$ cat src/rtl/dmem_pkg.sv
// Shared constants for the data-memory arbiter: RV32I load/store width codes,
// FSM state encoding and requester ids.
`timescale 1ns/1ps
package dmem_pkg;

    localparam logic [2:0] F3_LB  = 3'b000;
    localparam logic [2:0] F3_LH  = 3'b001;
    localparam logic [2:0] F3_LW  = 3'b010;
    localparam logic [2:0] F3_LBU = 3'b100;
    localparam logic [2:0] F3_LHU = 3'b101;
    localparam logic [2:0] F3_SB  = F3_LB;
    localparam logic [2:0] F3_SH  = F3_LH;
    localparam logic [2:0] F3_SW  = F3_LW;

    typedef enum logic [1:0] {
        IDLE   = 2'd0,
        ACCESS = 2'd1,
        RESP   = 2'd2
    } state_e;

    localparam logic OWN_CPU = 1'b0;
    localparam logic OWN_DMA = 1'b1;

endpackage

$ cat src/rtl/dmem_align_check.sv
// Flags accesses that must not reach memory: misaligned halfword/word,
// unknown width codes, and unsigned-width codes used with a store.
`timescale 1ns/1ps
module dmem_align_check
    import dmem_pkg::*;
(
    input  logic       we,
    input  logic [2:0] funct3,
    input  logic [1:0] addr_lo,
    output logic       err
);

    always_comb begin
        err = 1'b0;
        case (funct3)
            F3_LB:   err = 1'b0;
            F3_LH:   err = addr_lo[0];
            F3_LW:   err = |addr_lo;
            F3_LBU:  err = we;
            F3_LHU:  err = we | addr_lo[0];
            default: err = 1'b1;
        endcase
    end

endmodule

$ cat src/rtl/dmem_arbiter.sv
// Two-requester (cpu, dma) arbiter for the single-port data memory.
// Define DMEM_ARB_ROUND_ROBIN_EN for round-robin arbitration; default is fixed cpu priority.
//
// state  | meaning
// IDLE   | bus idle, grant issued combinationally to the winning requester
// ACCESS | registered command driven onto the memory bus, read data sampled
// RESP   | owner's rvalid/rdata/err presented for one cycle
`timescale 1ns/1ps
module dmem_arbiter
    import dmem_pkg::*;
#(
    parameter int DATA_WIDTH = 32,
    parameter int ADDR_WIDTH = 32
) (
    input  logic                  clk,
    input  logic                  reset,
    input  logic                  cpu_req,
    input  logic                  cpu_we,
    input  logic [2:0]            cpu_funct3,
    input  logic [ADDR_WIDTH-1:0] cpu_addr,
    input  logic [DATA_WIDTH-1:0] cpu_wdata,
    output logic                  cpu_gnt,
    output logic                  cpu_rvalid,
    output logic [DATA_WIDTH-1:0] cpu_rdata,
    output logic                  cpu_err,
    input  logic                  dma_req,
    input  logic                  dma_we,
    input  logic [2:0]            dma_funct3,
    input  logic [ADDR_WIDTH-1:0] dma_addr,
    input  logic [DATA_WIDTH-1:0] dma_wdata,
    output logic                  dma_gnt,
    output logic                  dma_rvalid,
    output logic [DATA_WIDTH-1:0] dma_rdata,
    output logic                  dma_err,
    output logic                  mem_wr_en,
    output logic [2:0]            mem_funct3,
    output logic [ADDR_WIDTH-1:0] mem_addr,
    output logic [DATA_WIDTH-1:0] mem_wr_data,
    input  logic [DATA_WIDTH-1:0] mem_rd_data
);

    state_e                state_q, state_d;
    logic                  we_q, we_d;
    logic                  err_q, err_d;
    logic                  owner_q, owner_d;
    logic [2:0]            funct3_q, funct3_d;
    logic [ADDR_WIDTH-1:0] addr_q, addr_d;
    logic [DATA_WIDTH-1:0] wdata_q, wdata_d;
    logic                  cpu_rvalid_q, cpu_rvalid_d, cpu_err_q, cpu_err_d;
    logic                  dma_rvalid_q, dma_rvalid_d, dma_err_q, dma_err_d;
    logic [DATA_WIDTH-1:0] cpu_rdata_q, cpu_rdata_d, dma_rdata_q, dma_rdata_d;

    logic                  pick_dma;
    logic                  any_req;
    logic                  grant;
    logic                  access;
    logic                  win_we, win_err;
    logic [2:0]            win_funct3;
    logic [ADDR_WIDTH-1:0] win_addr;
    logic [DATA_WIDTH-1:0] win_wdata;
    logic [DATA_WIDTH-1:0] resp_data;

`ifdef DMEM_ARB_ROUND_ROBIN_EN
    logic last_q, last_d;
    // On a tie the requester that did not win last time goes first.
    assign pick_dma = dma_req && (!cpu_req || (last_q == OWN_CPU));
`else
    assign pick_dma = dma_req && !cpu_req;
`endif

    assign any_req    = cpu_req || dma_req;
    assign grant      = (state_q == IDLE) && any_req && !reset;
    assign cpu_gnt    = grant && !pick_dma;
    assign dma_gnt    = grant && pick_dma;

    assign win_we     = pick_dma ? dma_we     : cpu_we;
    assign win_funct3 = pick_dma ? dma_funct3 : cpu_funct3;
    assign win_addr   = pick_dma ? dma_addr   : cpu_addr;
    assign win_wdata  = pick_dma ? dma_wdata  : cpu_wdata;

    dmem_align_check u_align_check (
        .we      (win_we),
        .funct3  (win_funct3),
        .addr_lo (win_addr[1:0]),
        .err     (win_err)
    );

    // Reset gates the bus combinationally so a write in flight is killed that same cycle.
    assign access      = (state_q == ACCESS) && !reset;
    assign mem_wr_en   = access && we_q && !err_q;
    assign mem_funct3  = access ? funct3_q : 3'b000;
    assign mem_addr    = access ? addr_q   : '0;
    assign mem_wr_data = access ? wdata_q  : '0;

    assign resp_data   = (we_q || err_q) ? '0 : mem_rd_data;

    assign cpu_rvalid  = cpu_rvalid_q;
    assign cpu_rdata   = cpu_rdata_q;
    assign cpu_err     = cpu_err_q;
    assign dma_rvalid  = dma_rvalid_q;
    assign dma_rdata   = dma_rdata_q;
    assign dma_err     = dma_err_q;

    always_comb begin
        state_d      = state_q;
        we_d         = we_q;
        err_d        = err_q;
        owner_d      = owner_q;
        funct3_d     = funct3_q;
        addr_d       = addr_q;
        wdata_d      = wdata_q;
        cpu_rvalid_d = 1'b0;
        cpu_err_d    = 1'b0;
        cpu_rdata_d  = '0;
        dma_rvalid_d = 1'b0;
        dma_err_d    = 1'b0;
        dma_rdata_d  = '0;
`ifdef DMEM_ARB_ROUND_ROBIN_EN
        last_d       = last_q;
`endif
        case (state_q)
            IDLE: begin
                if (any_req) begin
                    state_d  = ACCESS;
                    we_d     = win_we;
                    err_d    = win_err;
                    owner_d  = pick_dma ? OWN_DMA : OWN_CPU;
                    funct3_d = win_funct3;
                    addr_d   = win_addr;
                    wdata_d  = win_wdata;
`ifdef DMEM_ARB_ROUND_ROBIN_EN
                    last_d   = pick_dma ? OWN_DMA : OWN_CPU;
`endif
                end
            end
            ACCESS: begin
                state_d = RESP;
                if (owner_q == OWN_CPU) begin
                    cpu_rvalid_d = 1'b1;
                    cpu_err_d    = err_q;
                    cpu_rdata_d  = resp_data;
                end else begin
                    dma_rvalid_d = 1'b1;
                    dma_err_d    = err_q;
                    dma_rdata_d  = resp_data;
                end
            end
            RESP:    state_d = IDLE;
            default: state_d = IDLE;
        endcase
    end

    always_ff @(posedge clk) begin
        if (reset) begin
            state_q      <= IDLE;
            we_q         <= 1'b0;
            err_q        <= 1'b0;
            owner_q      <= OWN_CPU;
            funct3_q     <= 3'b000;
            addr_q       <= '0;
            wdata_q      <= '0;
            cpu_rvalid_q <= 1'b0;
            cpu_err_q    <= 1'b0;
            cpu_rdata_q  <= '0;
            dma_rvalid_q <= 1'b0;
            dma_err_q    <= 1'b0;
            dma_rdata_q  <= '0;
`ifdef DMEM_ARB_ROUND_ROBIN_EN
            last_q       <= OWN_CPU;
`endif
        end else begin
            state_q      <= state_d;
            we_q         <= we_d;
            err_q        <= err_d;
            owner_q      <= owner_d;
            funct3_q     <= funct3_d;
            addr_q       <= addr_d;
            wdata_q      <= wdata_d;
            cpu_rvalid_q <= cpu_rvalid_d;
            cpu_err_q    <= cpu_err_d;
            cpu_rdata_q  <= cpu_rdata_d;
            dma_rvalid_q <= dma_rvalid_d;
            dma_err_q    <= dma_err_d;
            dma_rdata_q  <= dma_rdata_d;
`ifdef DMEM_ARB_ROUND_ROBIN_EN
            last_q       <= last_d;
`endif
        end
    end

endmodule
$ cat config.mk
export PLATFORM = sky130hd
export DESIGN_NAME = dmem_arbiter
export DESIGN_NICKNAME = d
export VERILOG_FILES = /design/src/rtl/dmem_pkg.sv /design/src/rtl/dmem_align_check.sv /design/src/rtl/dmem_arbiter.sv
export SDC_FILE = /design/constraint.sdc
export NUM_CORES = 1
export LEC_CHECK = 0
export CAP_MARGIN = 40
export CORE_ASPECT_RATIO = 0.7
export CORE_UTILIZATION = 25
export CTS_BUF_LIST = sky130_fd_sc_hd__clkbuf_8
export DETAILED_ROUTE_END_ITERATION = 10
export GPL_ROUTABILITY_DRIVEN = 0
export PLACE_DENSITY_LB_ADDON = 0.08
export SLEW_MARGIN = 30
export SYNTH_ARGS = -nofsm -noshare
export SYNTH_HDL_FRONTEND = slang
export SYNTH_HIERARCHICAL = 1
export SYNTH_SLANG_ARGS = --single-unit
$ cat constraint.sdc
create_clock -name clk -period 3.71 [get_ports clk]
set_input_delay 0.742 -clock clk [delete_from_list [all_inputs] [get_ports clk]]
set_output_delay 0.742 -clock clk [all_outputs]
set_load 0.01 [all_outputs]
==> impl_metrics.ini, run 1 <==
[detailed_routing]
vias = 4574
wl_um = 16300
ant_nets = 0
dr.pass1.iters = 4
wl_per_cell_um = 15.4
initialDrtViolationCount = 132
drc_errors = 0
vias_per_cell = 4.33

[cts]
clkSinkCount = 140
postCtsSetupRepairBufs = 0
cts_tree = yes
cts-resized-gates = 0
cts.clk_slew.worst_paths_ns = 0.08
htree_levels = 4
cts_buffers = 17
clkLatencyLatePin_ns = 0.44
cts.root.buffer_cell = clkbuf_8
cts_hold_buffers = 0
clock_path_buffers = 2

[power]
p_leak_nw = 3.53
peakVddDrop_mv = 0.184
p_per_area_nw_per_um2 = 368

[synth]
synth_cells = 469
yosysSeqAreaShare_pct = 53.0
syn_avg_cell_area_sq_um = 11.3
synth_area_sq_um = 5290
synth-seq-cells = 140
yosysWarnings = 6
synth_cell_types = 24
synth_nets = 641

[critical_path]
crit_path_frequent_cell = clkdlybuf4s50_1
cp_cell_sequence = clkdlybuf4s50_1 > nor2_1 > or4_2 > clkinv_2 > and2_1 > clkdlybuf4s50_1
cp.required_ns = 2.97
crit_fanout = 4
crit_path_top_delay_cell = or4_2
crit_path_start_kind = input port
cp_slowest_stage_delay_ns = 0.64
r2r_start = state_q[0]$_SDFFE_PP0P_
cp_data_arrival_time_ns = 2.76
worstSetupEndpointType = output pin
r2r_slack_ns = 2.00
worst-r2r-cell-count = 5
crit_type = in2out
reg2reg_to = cpu_rdata[6]$_SDFF_PP0_

[hold_path]
holdPathEnd = addr_q[17]$_SDFFE_PP0P_
hold_path_class = reg2reg
hp-start = addr_q[17]$_SDFFE_PP0P_
min_path_cells = 1

[finish]
antennaDiodeCount = 0
fin_cells = 1056
layout_common_cells = 309 x clkdlybuf4s50_1, 140 x dfxtp_1, 70 x and2_1
final_common_cell = clkdlybuf4s50_1
syn_to_final_growth_pct = 69.3
finish.utilization_pct = 43.1
drive_above_1_share_pct = 7.18
nNetsFinal = 939
nFillCells = 1965

[global_routing]
overflow = 0
grt_pass1_vias = 4477
grt_max_degree = 65
grt_pass1_wl_um = 24600
track_usage_pct = 14.9
antenna_found_initial = 0

[placement]
dp_slack_ns = 0.209
port_buffers = 309
place_inst = 1024
hpwlAfterDp_um = 11700

[sta]
min_period_over_period_pct = 94.4
hold_viol_final = 0
setup_ws_ns = 0.207
final_max_slew_viol_count = 0
fmax_ghz = 0.285
fin_crit_ns = 3.50
rsz0062_at_grt = no
fin_setup_tns_ns = 0
max_slew.worst_pin.slew_ns = 0.583
fin_worst_skew_ns = 0.0173
setup_viol = 0
slew_headroom_pct = 61.1

[floorplanning]
dieArea_sq_um = 21800
start_util_pct = 25.5
fp.dieW_um = 176
die_h_um = 124
io_pins = 310
fp-row-count = 44
core-area_sq_um = 20800

[job]
drv_cap = 0

[run_status]
status = complete, no violations
power by group:
part / total, W / switching (W) / internal [W]
clock: 0.00114 / 0.000658 / 0.000485
sequential: 0.00163 / 0.0000391 / 0.00159
combinational: 0.000524 / 0.000216 / 0.000308
kinds of logic after synthesis:
family                 share of synthesized area (%)
and+or+nand+nor                                 17.2
DFF                                             53.0
AOI/OAI and AO/OA                               12.0
muxes                                           13.0
buffers and inverters                           4.80
metal layers:
metal	vias to the layer above	global-route usage (%)	part of all wire, %
li1	2270	-	-
met1	2124	17.8	44
met2	170	24.8	47
met3	10	5.71	8.3
met4	0	4.57	0.95
met5	-	0	0
critical path, delay by kind of cell:
family        cells  cell delay, ns
simple gates      3            0.83
buf+inv           3            1.19
synth_stat cells:
library cell,count,area [sq um]
a221oi_2,1,15.0
a22o_1,8,70.1
and2_1,70,438
and2b_1,1,7.51
and3_1,65,407
and3b_1,1,8.76
buf_1,2,7.51
buf_2,3,15.0
buf_4,7,52.6
buf_6,7,78.8
clkbuf_1,19,71.3
clkbuf_2,4,20.0
clkinv_2,1,5.00
dfxtp_1,140,2800
inv_1,1,3.75
mux2_2,6,67.6
mux2i_1,62,621
nor2_1,4,15.0
nor2b_1,1,6.26
nor3b_2,1,12.5
nor4_1,1,6.26
o2bb2ai_1,62,543
o31a_1,1,8.76
or4_1,1,7.51
through the flow:
step | power [W] | instance area (sq um) | hold WS [ns]
floorplan | 0.00189 | 5290 | 0.424
global placement | 0.00219 | 8590 | 0.436
detailed placement | 0.00219 | 8590 | 0.439
CTS | 0.00336 | 8950 | 0.463
global route | 0.00348 | 8950 | 0.473
finish | 0.00330 | 8950 | 0.458
state kept, by name, indices dropped and copies added, names as in the netlist:
register	flops
dma_rvalid	1
err_q	1
funct3_q	3
we_q	1
dma_rdata	32
cpu_rvalid	1
dma_err	1
wdata_q	32
cpu_err	1
addr_q	32
state_q	2
owner_q	1
cpu_rdata	32
cell type report:
type / count / area, sq um / share of cell area [%]
clock inverter: 15 / 129 / 1.44
timing repair buffer: 321 / 3180 / 35.5
multi-input combinational: 285 / 2250 / 25.2
tap: 276 / 345 / 3.86
clock buffer: 17 / 234 / 2.61
inverter: 2 / 8.76 / 0.0978
sequential: 140 / 2800 / 31.3
worst max-delay path by stage:
stage / slack (ns) / cells past startpoint / endpoint / start
floorplan: 1.28 / 4 / cpu_gnt / reset
global placement: 0.21 / 6 / dma_gnt / cpu_req
detailed placement: 0.21 / 6 / dma_gnt / cpu_req
CTS: 0.20 / 6 / dma_gnt / cpu_req
global route: 0.14 / 6 / dma_gnt / cpu_req
finish: 0.21 / 6 / dma_gnt / cpu_req
Power figures use the tool's default switching activity.
==> inputs of run 2 (changes only) <==
--- a/config.mk
+++ b/config.mk
@@ -5,13 +5,14 @@
 export SDC_FILE = /design/constraint.sdc
 export NUM_CORES = 1
 export LEC_CHECK = 0
-export CAP_MARGIN = 40
+export CAP_MARGIN = 5
 export CORE_ASPECT_RATIO = 0.7
 export CORE_UTILIZATION = 25
 export CTS_BUF_LIST = sky130_fd_sc_hd__clkbuf_8
 export DETAILED_ROUTE_END_ITERATION = 10
 export GPL_ROUTABILITY_DRIVEN = 0
 export PLACE_DENSITY_LB_ADDON = 0.08
+export RECOVER_POWER = 50
 export SLEW_MARGIN = 30
 export SYNTH_ARGS = -nofsm -noshare
 export SYNTH_HDL_FRONTEND = slang
==> run 2 against run 1 <==
Against the previous run: final area down 0.41%; sequential power about the same; critical path type unchanged; clock power about the same; register-to-register slack worse by 0.79 ns; sequential share of layout area up 0.13 points; setup slack better by 0.063 ns; maximum frequency up 1.8%; first-iteration DRC count up 15%; total power down 0.28%.
==> impl_metrics.ini, run 2 (synthesis gave the netlist of run 1 again) <==
[detailed_routing]
wl_um = 16300
ant_nets = 0
drc_errors = 0
vias_per_cell = 4.34
dr.pass1.iters = 4
vias = 4578
initialDrtViolationCount = 152
wl_per_cell_um = 15.4

[sta]
hold_viol_final = 0
fmax_ghz = 0.291
fin_crit_ns = 3.44
fin_setup_tns_ns = 0
rsz0062_at_grt = no
slew_headroom_pct = 13.1
min_period_over_period_pct = 92.7
max_slew.worst_pin.slew_ns = 1.30
setup_viol = 0
final_max_slew_viol_count = 0
fin_worst_skew_ns = 0.0173

[cts]
clock_path_buffers = 2
clkLatencyLatePin_ns = 0.44
clkSinkCount = 140
htree_levels = 4
cts_tree = yes
postCtsSetupRepairBufs = 0
cts.root.buffer_cell = clkbuf_8
cts_buffers = 17
cts-resized-gates = 0
cts_hold_buffers = 0
cts.clk_slew.worst_paths_ns = 0.09

[global_routing]
antenna_found_initial = 0
grt_max_degree = 65
overflow = 0
grt_pass1_wl_um = 24600
track_usage_pct = 14.9
grt_pass1_vias = 4477

[power]
p_per_area_nw_per_um2 = 369
post-layout-total-power_w = 0.00329
p_leak_nw = 3.74
peakVddDrop_mv = 0.184

[critical_path]
critical_path.top_delay_family = buffers and inverters
crit_path_top_delay_cell = or4_2
worstSetupEndpointType = output pin
crit_path_frequent_cell = clkdlybuf4s50_1
crit_buf_inv = 3
cp.required_ns = 2.97
crit_fanout = 4
cp_slowest_stage_delay_ns = 0.64
crit_path_start_kind = input port
crit_type = in2out
cp_data_arrival_time_ns = 2.70
cp_cell_sequence = clkdlybuf4s50_1 > nor2_1 > or4_2 > clkinv_2 > and2_1 > clkdlybuf4s50_1
worst-r2r-cell-count = 5
cp.depth = 6

[floorplanning]
start_util_pct = 25.5
core-area_sq_um = 20800
fp.dieW_um = 176
dieArea_sq_um = 21800
io_pins = 310
fp-row-count = 44
die_h_um = 124

[hold_path]
hold_path_class = reg2reg
min_path_cells = 1

[finish]
final_common_cell = clkdlybuf4s50_1
nNetsFinal = 939
drive_above_1_share_pct = 6.41
antennaDiodeCount = 0
layout_common_cells = 241 x clkdlybuf4s50_1, 140 x dfxtp_1, 69 x and2_1
syn_to_final_growth_pct = 68.6
nFillCells = 1970

[job]
drv_cap = 0

[run_status]
status = complete, no violations

[placement]
hpwlAfterDp_um = 11700
port_buffers = 309
[run 2: changes by cell type in the layout (fill, tap and decap cells not counted), sizes merged]
cell           before  now
dlygate4sd3         0   68
buf                12    7
clkbuf             17   22
clkdlybuf4s50     309  241
[run 2: through the flow]
step | area, sq um | instances | hold WS (ns) | utilization [%] | setup slack [ns]
global route | 8920 | 1056 | 0.473 | 43.0 | 0.161
CTS | 8950 | 1056 | 0.463 | 43.1 | 0.196
detailed placement | 8590 | 1024 | 0.439 | 41.4 | 0.209
finish | 8920 | 1056 | 0.458 | 43.0 | 0.270
floorplan | 5290 | 469 | 0.424 | - | 1.28
global placement | 8590 | 1024 | 0.436 | 41.4 | 0.209
[run 2: cell type report]
type                            count  area (sq um)  share of cell area [%]
Inverter                            2          8.76                  0.0982
Clock inverter                     15           129                    1.45
Timing Repair Buffer              321          3170                    35.5
Tap cell                          276           345                    3.87
Clock buffer                       17           234                    2.62
Multi-Input combinational cell    285          2230                    25.0
Sequential cell                   140          2800                    31.4
[run 2: metal layers]
layer | GRT usage [%] | part of all wire, %
met1 | 17.8 | 43
met2 | 24.8 | 47
met3 | 5.71 | 8.4
met4 | 4.57 | 0.95
met5 | 0 | 0
[run 2: path summary, 6_finish.rpt]
path,from,to,slack [ns]
max,dma_req,dma_gnt,0.27
min,addr_q[17]$_SDFFE_PP0P_,addr_q[17]$_SDFFE_PP0P_,0.46
max reg2reg,state_q[0]$_SDFFE_PP0P_,cpu_rdata[6]$_SDFF_PP0_,1.21
min reg2reg,addr_q[17]$_SDFFE_PP0P_,addr_q[17]$_SDFFE_PP0P_,0.46
[run 2: power breakdown]
group,leakage [nW],internal [W],switching (W)
Combinational,2.42,0.000300,0.000215
Clock,0.177,0.000485,0.000658
Sequential,1.14,0.00159,0.0000382
